`src/rtl/writeback.sv`:
```
// Writeback stage: buffers EX_WB results in a small FIFO, drains them to the
// register-file write port with a valid/ack handshake, and exposes the head as a bypass.
module writeback #(
  parameter int unsigned DATA_W = 64,
  parameter int unsigned ADDR_W = 5,
  parameter int unsigned DEPTH  = 2,
  parameter int unsigned CNT_W  = 32
) (
  input  logic                     clock,
  input  logic                     reset,
  input  logic [DATA_W+ADDR_W+1:0] EX_WB,
  output logic                     wb_stall,
  output logic                     rf_we,
  output logic [ADDR_W-1:0]        rf_waddr,
  output logic [DATA_W-1:0]        rf_wdata,
  input  logic                     rf_ack,
  output logic                     fwd_valid,
  output logic [ADDR_W-1:0]        fwd_rd,
  output logic [DATA_W-1:0]        fwd_data,
  output logic [CNT_W-1:0]         retired_count
);

  localparam int unsigned PTR_W   = (DEPTH > 1) ? $clog2(DEPTH) : 1;
  localparam int unsigned OCC_W   = PTR_W + 1;
  localparam int unsigned ENT_W   = 1 + ADDR_W + DATA_W;
  localparam int unsigned VLD_BIT = DATA_W + ADDR_W + 1;

  logic [ENT_W-1:0]  mem [DEPTH];
  logic [PTR_W-1:0]  wr_ptr;
  logic [PTR_W-1:0]  rd_ptr;
  logic [OCC_W-1:0]  occ;

  logic              head_rw;
  logic [ADDR_W-1:0] head_rd;
  logic [DATA_W-1:0] head_res;
  logic              empty;
  logic              writing;
  logic              push;
  logic              pop;

  // Head decode and handshake; stall depends on registered occupancy only.
  always_comb begin
    {head_rw, head_rd, head_res} = mem[rd_ptr];
    empty     = (occ == '0);
    wb_stall  = (occ == OCC_W'(DEPTH));
    writing   = !empty && head_rw && (head_rd != '0);
    rf_we     = writing;
    rf_waddr  = writing ? head_rd  : '0;
    rf_wdata  = writing ? head_res : '0;
    fwd_valid = writing;
    fwd_rd    = rf_waddr;
    fwd_data  = rf_wdata;
    push      = EX_WB[VLD_BIT] && !wb_stall;
    pop       = writing ? rf_ack : !empty;
  end

  // Entry storage needs no reset: occupancy gates every use of it.
  always_ff @(posedge clock) begin
    if (push) begin
      mem[wr_ptr] <= EX_WB[ENT_W-1:0];
    end
  end

  always_ff @(posedge clock or negedge reset) begin
    if (!reset) begin
      wr_ptr        <= '0;
      rd_ptr        <= '0;
      occ           <= '0;
      retired_count <= '0;
    end else begin
      if (push) begin
        wr_ptr <= wr_ptr + PTR_W'(1);
      end
      if (pop) begin
        rd_ptr        <= rd_ptr + PTR_W'(1);
        retired_count <= retired_count + CNT_W'(1);
      end
      case ({push, pop})
        2'b10:   occ <= occ + OCC_W'(1);
        2'b01:   occ <= occ - OCC_W'(1);
        default: occ <= occ;
      endcase
    end
  end

endmodule

```
`config.mk`:
```
export PLATFORM = sky130hd
export DESIGN_NAME = writeback
export DESIGN_NICKNAME = d
export VERILOG_FILES = /design/src/rtl/writeback.sv
export SDC_FILE = /design/constraint.sdc
export NUM_CORES = 1
export LEC_CHECK = 0
export BUFFER_PORTS_ARGS = -buffer_cell sky130_fd_sc_hd__buf_4
export CAP_MARGIN = 10
export CORE_AREA = 2 2 120 122
export DETAILED_ROUTE_END_ITERATION = 8
export DIE_AREA = 0 0 122 124
export PLACE_DENSITY_LB_ADDON = 0.05
export SLEW_MARGIN = 15
export SYNTH_ARGS = -nofsm -noshare
export SYNTH_HDL_FRONTEND = slang
export SYNTH_SLANG_ARGS = --single-unit
```
`constraint.sdc`:
```
create_clock -name clock -period 8.1 [get_ports clock]
set_input_delay 1.215 -clock clock [delete_from_list [all_inputs] [get_ports clock]]
set_output_delay 1.215 -clock clock [all_outputs]
set_load 0.005 [all_outputs]
```
==> summary.txt <==
Final Cycle Share: 0.4804
Post-synth EDFFs: 140
Ports: 247
Post-route DRC: 0
Critical Path RT: 6880 ps
Yosys top cell area share: 0.5617
total power: 3361 µW
initial antenna violation count: 0
Std-Cell Rows: 43
pin count of the biggest net entering global routing: 71
Final Util: 0.6969
slew margin rel.: 0.3336
Max IR drop VDD: 0.2022 mV
vias per inst: 5.088
clk root buf: clkbuf_16
Syn Inst Count: 519
DIE AREA: 15130 µm²
Internal: 2327 µW
count leader, synth: edfxtp_1
# diodes: 0
Initial Util: 0.5456
area delta synth->final: 27.73%
Detail Route Antenna Nets: 0
Worst Path Max Fanout: 69
startpoint types: register
Buffers on Ports: 246
Post-synth ARST share: 0.2045
remaining global-route overflow: 0
Yosys Warn Count: 0
setup TNS: 0 ps
Post-CTS Setup Inserts: 0
CTS Sinks: 176
CTS tree: built
Iter 0 DRT Violations: 373
MaxCap Viol Count: 0
vias in the first global route: 4418
Hold WC Path Type: register to register
hold bufs inserted after CTS: 0
Switch Pwr: 1034 µW
first-pass GRT wire length: 22080 µm
Core Area: 13720 µm²
Clock Skews: 4.608 ps
worst-skew pair later-pin latency: 420 ps
RSZ-0062 raised after global routing: false
WL final: 14920 µm
cell accounting for the most synthesized area: edfxtp_1
# fillers: 1008
Comb pwr share: 0.378
classification of the worst setup path: register to output pin
setup ws final: 4209 ps
Fin Hold WS: 489.9 ps
sw frac: 0.3075
max-slew violations: 0
register share of total power: 0.387
final hold vios: 0
Final nets: 774
TritonRoute pass-1 iters: 4
worst path arrival time: 2680 ps
Leak: 0.004116 µW
GR Util All Layers: 0.1951
Final GP Congestion: 0.8263
synth top area cells: edfxtp_1, dfrtp_1, mux2i_1, buf_4, nor2_1
Post-Syn Area: 7485 µm²
Bufs on Longest Clock Path: 2
status: complete, no violations
number of buffers created by CTS: 17
syn_area_per_cell: 14.42 µm²
Chip Width: 122 µm
H-Tree Depth: 4
Routed WL per cell: 16.74 µm
Pwr per Cell Area: 351.5 nW/µm²
layout cells sized above 1: 0.3994
Worst-Margin Slew: 999.5 ps
Distinct cells, synth: 29
post-CTS sizing: 0
clock network power share: 0.235
register bit total from synthesis: 176
Post-synth top cells: edfxtp_1, nor2_1, buf_4
Synthesized Nets: 595
post-synthesis sequential area ratio: 0.6820
crit end category: output pin
via count: 4533
min Tclk post-route: 3891 ps
pre-CTS setup slack: 4565 ps
clock slew at reported path FFs: 60 ps
Post-DP HPWL: 10060 µm
fmax: 257.0 MHz
Die H: 124 µm
Post-synth top flop: edfxtp_1
final-report setup violation count: 0
critical path, stage by stage (launching register included):
cell,delay (ps)
dfrtp_4,660
nor4b_1,290
o22ai_1,220
nand2_2,90
buf_4,570
nor2_1,220
buf_4,200
registers in the layout, indices dropped and copies added (netlist names):
name           count
rd_ptr             1
mem              140
occ                2
retired_count     32
wr_ptr             1
power groups by stage:
| stage | Combinational (µW) | Sequential [µW] | Clock (µW) |
|---|---|---|---|
| floorplan | 843 | 1280 | 0 |
| global placement | 1280 | 1310 | 0 |
| detailed placement | 1290 | 1320 | 0 |
| CTS | 1300 | 1300 | 804 |
| global route | 1400 | 1320 | 840 |
| finish | 1270 | 1300 | 790 |
layout make-up:
class | instances | area [µm²] | area share
clock inverters | 13 | 145.1 | 0.01518
inverters | 3 | 11.26 | 0.001178
repair buffers | 249 | 1869 | 0.1955
multi-input cells | 251 | 1768 | 0.1849
well taps | 180 | 225.2 | 0.02356
flip-flops and latches | 176 | 5109 | 0.5344
clock buffers | 19 | 432.9 | 0.04528
layout by cell type (no fill, tap or decap), drive strengths merged, types with 3 or more instances in the layout:
cell,instances
xor2,6
and3,13
nand4,13
clkbuf,19
mux2i,70
and4,5
nand2,13
bufinv,3
nand3,10
dfrtp,36
buf,249
nor2,75
edfxtp,140
nor3,5
clkinv,9
xnor2,30
inv,3
per-stage QoR:
| step | area [µm²] | instances |
|---|---|---|
| global route | 9560 | 891 |
| CTS | 9560 | 891 |
| global placement | 8982 | 859 |
| floorplan | 7485 | 519 |
| detailed placement | 8982 | 859 |
| finish | 9560 | 891 |
kinds of logic (layout without fill, tap and decap cells):
kind of cell	after synthesis	after routing	synth area share
flip-flops	176	176	0.6820
AND/OR/NAND/NOR	140	140	0.08793
buffers and inverters	92	284	0.08375
multiplexers	70	70	0.09529
XOR/XNOR	36	36	0.04213
AO/OA/AOI/OAI	3	3	0.005518
adder cells (fa/ha/maj)	2	2	0.003343
routing by layer:
layer / part of all wire / vias up / track usage / routed length, µm
li1: - / 2138 / - / -
met1: 0.39 / 2209 / 0.2286 / 5762
met2: 0.52 / 162 / 0.3404 / 7760
met3: 0.074 / 24 / 0.05449 / 1098
met4: 0.020 / 0 / 0.07974 / 296
met5: 0 / - / 0 / 0
final timing paths:
check | startpoint | end | slack (ps) | cells past startpoint
hold reg to reg | retired_count[10]$_DFFE_PN0P_ | retired_count[10]$_DFFE_PN0P_ | 490 | 1
setup / recovery | rd_ptr$_DFFE_PN0P_ | fwd_rd[0] | 4210 | 6
min in group asynchronous | reset | retired_count[21]$_DFFE_PN0P_ | 750 | 1
hold / removal | retired_count[10]$_DFFE_PN0P_ | retired_count[10]$_DFFE_PN0P_ | 490 | 1
max in group asynchronous | reset | rd_ptr$_DFFE_PN0P_ | 6990 | 1
setup reg to reg | rd_ptr$_DFFE_PN0P_ | occ[1]$_DFFE_PN0P_ | 5530 | 7
(Power assumes the default switching activity.)
